### config.mk
export PLATFORM = sky130hd
export DESIGN_NAME = exu_wbck_arb_flat
export DESIGN_NICKNAME = d
export VERILOG_FILES = /design/src/rtl/exu_wbck_arb_if.sv /design/src/rtl/exu_wbck_arb.sv /design/src/flat_wrapper.sv
export SDC_FILE = /design/constraint.sdc
export NUM_CORES = 1
export LEC_CHECK = 0
export BUFFER_PORTS_ARGS = -buffer_cell sky130_fd_sc_hd__buf_2
export CAP_MARGIN = 20
export CORE_UTILIZATION = 44
export DETAILED_ROUTE_END_ITERATION = 16
export GPL_TIMING_DRIVEN = 1
export HOLD_SLACK_MARGIN = 0.02
export PLACE_DENSITY = 0.79
export REMOVE_ABC_BUFFERS = 1
export SYNTH_ARGS = -nofsm -noshare
export SYNTH_HDL_FRONTEND = slang
export SYNTH_SLANG_ARGS = --single-unit
export TNS_END_PERCENT = 5
### constraint.sdc
create_clock -name clk -period 2.2 [get_ports clk]
set_input_delay 0.22 -clock clk [delete_from_list [all_inputs] [get_ports clk]]
set_output_delay 0.22 -clock clk [all_outputs]
set_load 0.01 [all_outputs]
### src/rtl/exu_wbck_arb_if.sv
`default_nettype none

`ifndef XLEN
`define XLEN 32
`endif
`ifndef RFIDX_WIDTH
`define RFIDX_WIDTH 5
`endif

// +----------------------------------------------------------------------+
// | Module  : exu_wbck_arb_if                                            |
// | Brief   : ALU/LSU writeback request channels and regfile write port  |
// | Revision: 1.0  initial release                                       |
// +----------------------------------------------------------------------+
interface exu_wbck_arb_if;
  logic                    alu_wbck_i_valid;
  logic                    alu_wbck_i_ready;
  logic [`XLEN-1:0]        alu_wbck_i_wdat;
  logic [`RFIDX_WIDTH-1:0] alu_wbck_i_rdidx;

  logic                    lsu_wbck_i_valid;
  logic                    lsu_wbck_i_ready;
  logic [`XLEN-1:0]        lsu_wbck_i_wdat;
  logic [`RFIDX_WIDTH-1:0] lsu_wbck_i_rdidx;

  logic                    rf_wbck_o_valid;
  logic                    rf_wbck_o_ready;
  logic [`XLEN-1:0]        rf_wbck_o_wdat;
  logic [`RFIDX_WIDTH-1:0] rf_wbck_o_rdidx;
  logic                    rf_wbck_o_src;

  // Environment side: requesters and the regfile.
  modport master (
    output alu_wbck_i_valid, alu_wbck_i_wdat, alu_wbck_i_rdidx,
    input  alu_wbck_i_ready,
    output lsu_wbck_i_valid, lsu_wbck_i_wdat, lsu_wbck_i_rdidx,
    input  lsu_wbck_i_ready,
    input  rf_wbck_o_valid, rf_wbck_o_wdat, rf_wbck_o_rdidx, rf_wbck_o_src,
    output rf_wbck_o_ready
  );

  // Arbiter side.
  modport slave (
    input  alu_wbck_i_valid, alu_wbck_i_wdat, alu_wbck_i_rdidx,
    output alu_wbck_i_ready,
    input  lsu_wbck_i_valid, lsu_wbck_i_wdat, lsu_wbck_i_rdidx,
    output lsu_wbck_i_ready,
    output rf_wbck_o_valid, rf_wbck_o_wdat, rf_wbck_o_rdidx, rf_wbck_o_src,
    input  rf_wbck_o_ready
  );
endinterface

`default_nettype wire

### src/rtl/exu_wbck_arb.sv
`default_nettype none

`ifndef XLEN
`define XLEN 32
`endif
`ifndef RFIDX_WIDTH
`define RFIDX_WIDTH 5
`endif

// +----------------------------------------------------------------------+
// | Module  : exu_wbck_arb                                               |
// | Brief   : ALU/LSU writeback arbiter with a one-entry regfile buffer. |
// |           Define EXU_WBCK_STARVE_EN to add ALU anti-starvation.      |
// | Revision: 1.0  initial release                                       |
// +----------------------------------------------------------------------+
module exu_wbck_arb #(
  parameter int STARVE_MAX = 4,
  parameter int CNT_W      = 4
) (
  input  logic          clk,
  input  logic          rst_n,
  exu_wbck_arb_if.slave wbck
);

  localparam logic [CNT_W-1:0] c_STARVE_MAX = CNT_W'(STARVE_MAX);
  localparam logic [CNT_W-1:0] c_CNT_ONE    = CNT_W'(1);

  logic                    r_buf_vld;
  logic [`XLEN-1:0]        r_buf_wdat;
  logic [`RFIDX_WIDTH-1:0] r_buf_rdidx;
  logic                    r_buf_src;

  logic                    w_accept;
  logic                    w_force_alu;
  logic                    w_grant_alu;
  logic                    w_grant_lsu;
  logic                    w_alu_hs;
  logic                    w_lsu_hs;
  logic [`XLEN-1:0]        w_sel_wdat;
  logic [`RFIDX_WIDTH-1:0] w_sel_rdidx;
  logic                    w_load;
  logic                    w_drain;
  logic [CNT_W-1:0]        w_starve_cnt;

  assign w_accept    = ~r_buf_vld | wbck.rf_wbck_o_ready;
  assign w_force_alu = (w_starve_cnt == c_STARVE_MAX);

  assign w_grant_lsu = wbck.lsu_wbck_i_valid & ~(wbck.alu_wbck_i_valid & w_force_alu);
  assign w_grant_alu = wbck.alu_wbck_i_valid & ~w_grant_lsu;

  assign wbck.alu_wbck_i_ready = w_accept & w_grant_alu;
  assign wbck.lsu_wbck_i_ready = w_accept & w_grant_lsu;

  assign w_alu_hs = wbck.alu_wbck_i_valid & wbck.alu_wbck_i_ready;
  assign w_lsu_hs = wbck.lsu_wbck_i_valid & wbck.lsu_wbck_i_ready;

  assign w_sel_wdat  = w_lsu_hs ? wbck.lsu_wbck_i_wdat  : wbck.alu_wbck_i_wdat;
  assign w_sel_rdidx = w_lsu_hs ? wbck.lsu_wbck_i_rdidx : wbck.alu_wbck_i_rdidx;

  // x0 writes complete their handshake but never occupy the buffer.
  assign w_load  = (w_alu_hs | w_lsu_hs) & (w_sel_rdidx != '0);
  assign w_drain = r_buf_vld & wbck.rf_wbck_o_ready;

`ifdef EXU_WBCK_STARVE_EN
  logic [CNT_W-1:0] r_starve_cnt;

  // Counts consecutive accepted cycles in which a waiting ALU lost to the LSU.
  always_ff @(posedge clk or negedge rst_n) begin
    if (!rst_n) begin
      r_starve_cnt <= '0;
    end else if (w_accept) begin
      if (wbck.alu_wbck_i_valid && w_grant_lsu) begin
        if (r_starve_cnt != c_STARVE_MAX) begin
          r_starve_cnt <= r_starve_cnt + c_CNT_ONE;
        end
      end else begin
        r_starve_cnt <= '0;
      end
    end
  end

  assign w_starve_cnt = r_starve_cnt;
`else
  // Tied off: STARVE_MAX >= 1 keeps the force condition permanently false.
  assign w_starve_cnt = c_CNT_ONE ^ c_CNT_ONE;
`endif

  always_ff @(posedge clk or negedge rst_n) begin
    if (!rst_n) begin
      r_buf_vld   <= 1'b0;
      r_buf_wdat  <= '0;
      r_buf_rdidx <= '0;
      r_buf_src   <= 1'b0;
    end else if (w_load) begin
      r_buf_vld   <= 1'b1;
      r_buf_wdat  <= w_sel_wdat;
      r_buf_rdidx <= w_sel_rdidx;
      r_buf_src   <= w_lsu_hs;
    end else if (w_drain) begin
      r_buf_vld   <= 1'b0;
    end
  end

  assign wbck.rf_wbck_o_valid = r_buf_vld;
  assign wbck.rf_wbck_o_wdat  = r_buf_wdat;
  assign wbck.rf_wbck_o_rdidx = r_buf_rdidx;
  assign wbck.rf_wbck_o_src   = r_buf_src;

endmodule

`default_nettype wire

### src/flat_wrapper.sv
// flat-port wrapper written by rule: the top's interface ports become plain ports
module exu_wbck_arb_flat 
#(
  parameter int STARVE_MAX = 4,
  parameter int CNT_W      = 4
)
  (clk, rst_n, wbck_alu_wbck_i_valid, wbck_alu_wbck_i_wdat, wbck_alu_wbck_i_rdidx, wbck_alu_wbck_i_ready, wbck_lsu_wbck_i_valid, wbck_lsu_wbck_i_wdat, wbck_lsu_wbck_i_rdidx, wbck_lsu_wbck_i_ready, wbck_rf_wbck_o_valid, wbck_rf_wbck_o_wdat, wbck_rf_wbck_o_rdidx, wbck_rf_wbck_o_src, wbck_rf_wbck_o_ready);
  exu_wbck_arb_if wbck_i ();
  input  logic clk;
  input  logic rst_n;
  input wire logic [$bits(wbck_i.alu_wbck_i_valid)-1:0] wbck_alu_wbck_i_valid;
  input wire logic [$bits(wbck_i.alu_wbck_i_wdat)-1:0] wbck_alu_wbck_i_wdat;
  input wire logic [$bits(wbck_i.alu_wbck_i_rdidx)-1:0] wbck_alu_wbck_i_rdidx;
  output wire logic [$bits(wbck_i.alu_wbck_i_ready)-1:0] wbck_alu_wbck_i_ready;
  input wire logic [$bits(wbck_i.lsu_wbck_i_valid)-1:0] wbck_lsu_wbck_i_valid;
  input wire logic [$bits(wbck_i.lsu_wbck_i_wdat)-1:0] wbck_lsu_wbck_i_wdat;
  input wire logic [$bits(wbck_i.lsu_wbck_i_rdidx)-1:0] wbck_lsu_wbck_i_rdidx;
  output wire logic [$bits(wbck_i.lsu_wbck_i_ready)-1:0] wbck_lsu_wbck_i_ready;
  output wire logic [$bits(wbck_i.rf_wbck_o_valid)-1:0] wbck_rf_wbck_o_valid;
  output wire logic [$bits(wbck_i.rf_wbck_o_wdat)-1:0] wbck_rf_wbck_o_wdat;
  output wire logic [$bits(wbck_i.rf_wbck_o_rdidx)-1:0] wbck_rf_wbck_o_rdidx;
  output wire logic [$bits(wbck_i.rf_wbck_o_src)-1:0] wbck_rf_wbck_o_src;
  input wire logic [$bits(wbck_i.rf_wbck_o_ready)-1:0] wbck_rf_wbck_o_ready;
  assign wbck_i.alu_wbck_i_valid = wbck_alu_wbck_i_valid;
  assign wbck_i.alu_wbck_i_wdat = wbck_alu_wbck_i_wdat;
  assign wbck_i.alu_wbck_i_rdidx = wbck_alu_wbck_i_rdidx;
  assign wbck_alu_wbck_i_ready = wbck_i.alu_wbck_i_ready;
  assign wbck_i.lsu_wbck_i_valid = wbck_lsu_wbck_i_valid;
  assign wbck_i.lsu_wbck_i_wdat = wbck_lsu_wbck_i_wdat;
  assign wbck_i.lsu_wbck_i_rdidx = wbck_lsu_wbck_i_rdidx;
  assign wbck_lsu_wbck_i_ready = wbck_i.lsu_wbck_i_ready;
  assign wbck_rf_wbck_o_valid = wbck_i.rf_wbck_o_valid;
  assign wbck_rf_wbck_o_wdat = wbck_i.rf_wbck_o_wdat;
  assign wbck_rf_wbck_o_rdidx = wbck_i.rf_wbck_o_rdidx;
  assign wbck_rf_wbck_o_src = wbck_i.rf_wbck_o_src;
  assign wbck_i.rf_wbck_o_ready = wbck_rf_wbck_o_ready;
  exu_wbck_arb #(.STARVE_MAX(STARVE_MAX), .CNT_W(CNT_W)) u_core (.clk(clk), .rst_n(rst_n), .wbck(wbck_i));
endmodule
**Word level (Yosys, flattened, before mapping)**

Index checks and enable logic that the tools add are counted.

- Register bits after elaboration: 39
- Output and inout bits: 41
- Logic and storage cells: 21

- Mux-type cells: 4
- Bitwise gates (word level): 11
- Reductions and logical operators: 2

Operators with widths:

| kind | count |
|---|---|
| 32-bit 2-to-1 mux | 1 |
| 1-bit AND | 7 |
| 5-bit 2-to-1 mux | 1 |
| 5-bit nonzero test | 1 |
| 1-bit 2-to-1 mux | 2 |
| 1-bit NOT | 2 |
| 1-bit OR | 2 |
| 2-bit nonzero test | 1 |

**Longest topological paths before layout**

- Word-level depth: 8
- Depth in mapped cells: 6
- Mapped depth without buffers: 5

**Least setup slack after synthesis**

No wires, ideal clock.

- Kind: flip-flop to flip-flop
- From: register u_core.r_buf_vld, in the netlist u_core.wbck.rf_wbck_o_valid
- To: register u_core.r_buf_wdat[0], in the netlist u_core.wbck.rf_wbck_o_wdat[0]
- Arrival: 1.724 ns
- Required time: 2.075 ns
- Path slack: 0.351 ns
- Cell stages (with the launch flop): 7
- Buffers on the path: 2
- Period minus slack after synthesis: 1.849 ns
- Path through: dfrtp_1 -> nand2b_1 -> buf_6 -> nand2_4 -> dlygate4sd1_1 -> mux2_2 -> mux2_4

- Longest elaborated chain between the ends: 7
- Elaborated cells between the ends (all ways): 11

RTL lines:

| what | RTL line | RTL |
|---|---|---|
| start: declaration | exu_wbck_arb.sv:28 | `logic r_buf_vld;` |
| start signal: assignment | exu_wbck_arb.sv:90 | `r_buf_vld <= 1'b0;` |
| start signal: assignment | exu_wbck_arb.sv:95 | `r_buf_vld <= 1'b1;` |
| start signal: assignment | exu_wbck_arb.sv:100 | `r_buf_vld <= 1'b0;` |
| 1-bit NOT (*) | exu_wbck_arb.sv:45 | `assign w_accept = ~r_buf_vld \| wbck.rf_wbck_o_ready;` |
| 1-bit OR (*) | exu_wbck_arb.sv:45 |  |
| 1-bit AND | exu_wbck_arb.sv:52 | `assign wbck.lsu_wbck_i_ready = w_accept & w_grant_lsu;` |
| 1-bit AND | exu_wbck_arb.sv:55 | `assign w_lsu_hs = wbck.lsu_wbck_i_valid & wbck.lsu_wbck_i_ready;` |
| 5-bit 2-to-1 mux | exu_wbck_arb.sv:58 | `assign w_sel_rdidx = w_lsu_hs ? wbck.lsu_wbck_i_rdidx : wbck.alu_wbck_i_rdidx;` |
| 5-bit nonzero test | exu_wbck_arb.sv:61 | `assign w_load = (w_alu_hs \| w_lsu_hs) & (w_sel_rdidx != '0);` |
| 1-bit AND | exu_wbck_arb.sv:61 |  |
| end signal: assignment | exu_wbck_arb.sv:96 | `r_buf_wdat <= w_sel_wdat;` |
| end: declaration | exu_wbck_arb.sv:29 | `` logic [`XLEN-1:0] r_buf_wdat; `` |

Every way passes the cells marked *; elsewhere a longest branch is shown, timed or not.
A chain may end at the register's enable or synchronous reset.

**Worst setup path after layout**

- From: register u_core.r_buf_vld, in the netlist u_core.wbck.rf_wbck_o_valid
- To: register u_core.r_buf_wdat[20], in the netlist u_core.wbck.rf_wbck_o_wdat[20]

Same word-level chain as after synthesis.

==> results.json <==
{
  "clkSlewWorstSetupHoldPaths_ps": 80,
  "crit_fanout": 27,
  "grt_setup_unrepaired": "false",
  "hp-class": "primary input to async pin",
  "synth_top_cell_by_area": "dfrtp_1",
  "flip_flop_and_latch_count_after_synthesis": 39,
  "post_synth_num_cell_types": 21,
  "timing_worst_setup_path_type": "flop to flop",
  "synth_compound_gate_area_share_pct": 3.82,
  "total_i_o_pin_count": 120,
  "max-slew-margin-rel_pct": 44.3,
  "critical_path_required_ps": 2370,
  "timing_max_transition_violations_final": 0,
  "core_region_area_um2": 4720,
  "totalWireLength_um": 4670,
  "synthSimpleGateAreaFrac_pct": 3.70,
  "antenna_cells": 0,
  "achievable-frequency_mhz": 500,
  "ctsHoldBuffers": 0,
  "cts_max_path_buffers": 2,
  "power_frac_clock_pct": 27.8,
  "placed_cells": 324,
  "highest-signal-layer": "met4",
  "max_cap_violations": 0,
  "final-setup-viol-count": 0,
  "grt-ovfl-total": 0,
  "synth.cell_area_um2": 2160,
  "worst_setup_path_end_kind": "flop",
  "die-height_um": 72.1,
  "synth_mux_area_share_pct": 42.7,
  "status": "finished clean",
  "grt_pass1_vias": 1517,
  "detail_route.wl_per_cell_um": 14.1,
  "cts_num_sinks": 39,
  "drt-vias-per-instance": 4.84,
  "buffer_ports.inserted": 119,
  "die_w_um": 72.1,
  "cts_setup_buffers": 0,
  "dieArea_um2": 5200,
  "final_setup_skew_ps": 9.05,
  "pin_count_of_the_biggest_net_entering_global_routing": 40,
  "yosys-top-cells-area": "dfrtp_1, mux2_2, mux2_4",
  "finish.utilization_pct": 61.7,
  "power.sequential.fraction_pct": 41.9,
  "synth_adder_area_share_pct": 0,
  "start_util_pct": 45.8,
  "yosysWarnings": 0,
  "clock_tree_from_tritoncts": "yes",
  "htree_levels": 2,
  "static-leakage-power_nw": 1.49,
  "wl_met3_um": 240,
  "final_period_minus_worst_setup_slack_ps": 2000,
  "synth_seq_area_share_pct": 45.1,
  "timing.final.hold_violations": 0,
  "worst-slew-pin-transition_ps": 835,
  "wl_met1_um": 1940,
  "syn_area_per_cell_um2": 15.1,
  "cts.root.buffer_cell": "clkbuf_8",
  "layout-drive-gt1-share_pct": 78.1,
  "count_of_cells_resized_by_post_cts_repair": 0,
  "dr_total_vias": 1606,
  "largest_family_of_logic_cells_by_synthesized_area": "multiplexers",
  "synth_cells": 143,
  "totalPowerFinal_mw": 2.19,
  "combinationalPowerShare_pct": 30.3,
  "design_area_um2": 2910,
  "netSwitchingFraction_pct": 26.9,
  "switching_power_mw": 0.589,
  "wl_met2_um": 2410,
  "synth_top_cell_area_share_pct": 45.1,
  "cts_made_buffers": 5,
  "post_layout_nonfiller_instances": 332,
  "grt_util_all_layers_pct": 17.8,
  "ir_worst_vdd_v": 0.000421,
  "critical_path.startpoint_type": "flop",
  "final.period_utilization_pct": 91.0,
  "synth_xor_xnor_area_share_pct": 0,
  "reg2reg_slack_ps": 200,
  "drt-initial-drc-count": 52,
  "synthToLayoutAreaGrowth_pct": 34.6,
  "intPower_mw": 1.60,
  "total_cell_area_at_the_placement_stage_um2": 2800,
  "route.antenna.remaining_nets": 0,
  "dp_hpwl_um": 3540,
  "drt_pre_antenna_iters": 4,
  "finalWeightedCongestion": 0.839,
  "drc": 0,
  "global_route_wire_length_before_repair_um": 7070,
  "nNetsFinal": 343,
  "floorplan.rows": 25,
  "worst_ep_arrival_time_ps": 2170,
  "power_density_nw_per_um2": 753,
  "antenna_found_initial": 0,
  "clk_latency_ps": 290
}
[final timing paths]
kind / start / end / depth (start not counted)
worst max-delay path: u_core.wbck.rf_wbck_o_valid / u_core.wbck.rf_wbck_o_wdat[20] / 5
worst min-delay path: rst_n / u_core.wbck.rf_wbck_o_wdat[15] / 1
worst max register to register: u_core.wbck.rf_wbck_o_valid / u_core.wbck.rf_wbck_o_wdat[20] / 5
worst min register to register: u_core.wbck.rf_wbck_o_wdat[24] / u_core.wbck.rf_wbck_o_wdat[24] / 1
max in group asynchronous: rst_n / u_core.wbck.rf_wbck_o_wdat[23] / 1
min in group clk: wbck_alu_wbck_i_rdidx[4] / u_core.wbck.rf_wbck_o_valid / 3
[worst max-delay path: stages, from the launching register on]
cell	delay, ps
dfrtp_1	390
nand2b_1	250
nand2_4	220
a221oi_4	370
buf_12	260
mux2_2	370
[layout make-up]
class | instances | area, µm²
fill | 377 | 1810
multi-input combinational | 94 | 1090
sequential | 39 | 976
timing repair buffer | 122 | 643
tap | 67 | 83.8
clock buffer | 6 | 82.6
clock inverter | 2 | 35.0
inverter | 2 | 7.51
[registers in the layout (all words and copies together), names as in the netlist]
signal and flops:
u_core.wbck.rf_wbck_o_src 1, u_core.wbck.rf_wbck_o_wdat 32, u_core.wbck.rf_wbck_o_valid 1, u_core.wbck.rf_wbck_o_rdidx 5
[placed cells by master (no fill, tap or decap)]
master,n
buf_2,119
mux2_2,42
dfrtp_1,39
mux2_4,30
clkbuf_8,6
nand2_1,4
o21ai_0,3
a21oi_1,3
nand2b_1,2
inv_1,2
buf_12,2
nor2_1,1
nand2_4,1
or4_4,1
nor2_4,1
nor4_1,1
and2b_2,1
a221oi_4,1
o221ai_1,1
a211o_1,1
a22o_1,1
bufinv_16,1
clkinv_2,1
buf_4,1
[metrics by stage]
| step | worst slack [ps] | hold WS (ps) | setup TNS (ps) |
|---|---|---|---|
| 6_report | 198 | 29.7 | 0 |
| 5_1_grt | 83.8 | 107 | 0 |
| 4_1_cts | 197 | 62.5 | 0 |
| 3_5_place_dp | 214 | 385 | 0 |
| 3_3_place_gp | 309 | 370 | 0 |
| 2_1_floorplan | -836 | -75.6 | -27570 |
[power groups by stage]
stage          clock network (mW)  registers (mW)  logic [mW]
2_1_floorplan                   0           0.992       0.324
3_3_place_gp                    0           0.930       0.653
3_5_place_dp                    0           0.931       0.671
4_1_cts                     0.628           0.920       0.674
5_1_grt                     0.662           0.937       0.714
6_report                    0.609           0.919       0.665
[routing by layer]
metal	global-route usage, %	vias to the layer above
met4	6.97	0
met5	0	-
li1	-	762
met2	29.8	72
met1	22.0	763
met3	4.58	9
[synthesized netlist by cell type (all sizes together)]
cell type,number
nor4,1
buf,4
nand2,5
a211o,1
clkbuf,3
a22o,1
mux2,72
or4,1
o21ai,3
and2b,1
dfrtp,39
a221oi,1
nor2,2
nand2b,2
o221ai,1
inv,2
a21oi,3
dlygate4sd1,1
[cells by family (layout without fill, tap and decap cells)]
family / after synthesis / count (layout)
AO/OA/AOI/OAI: 10 / 10
buffers and inverters: 10 / 132
flip-flops: 39 / 39
multiplexers: 72 / 72
AND/OR/NAND/NOR: 12 / 12
No activity file was read; power rests on OpenSTA's default activity.
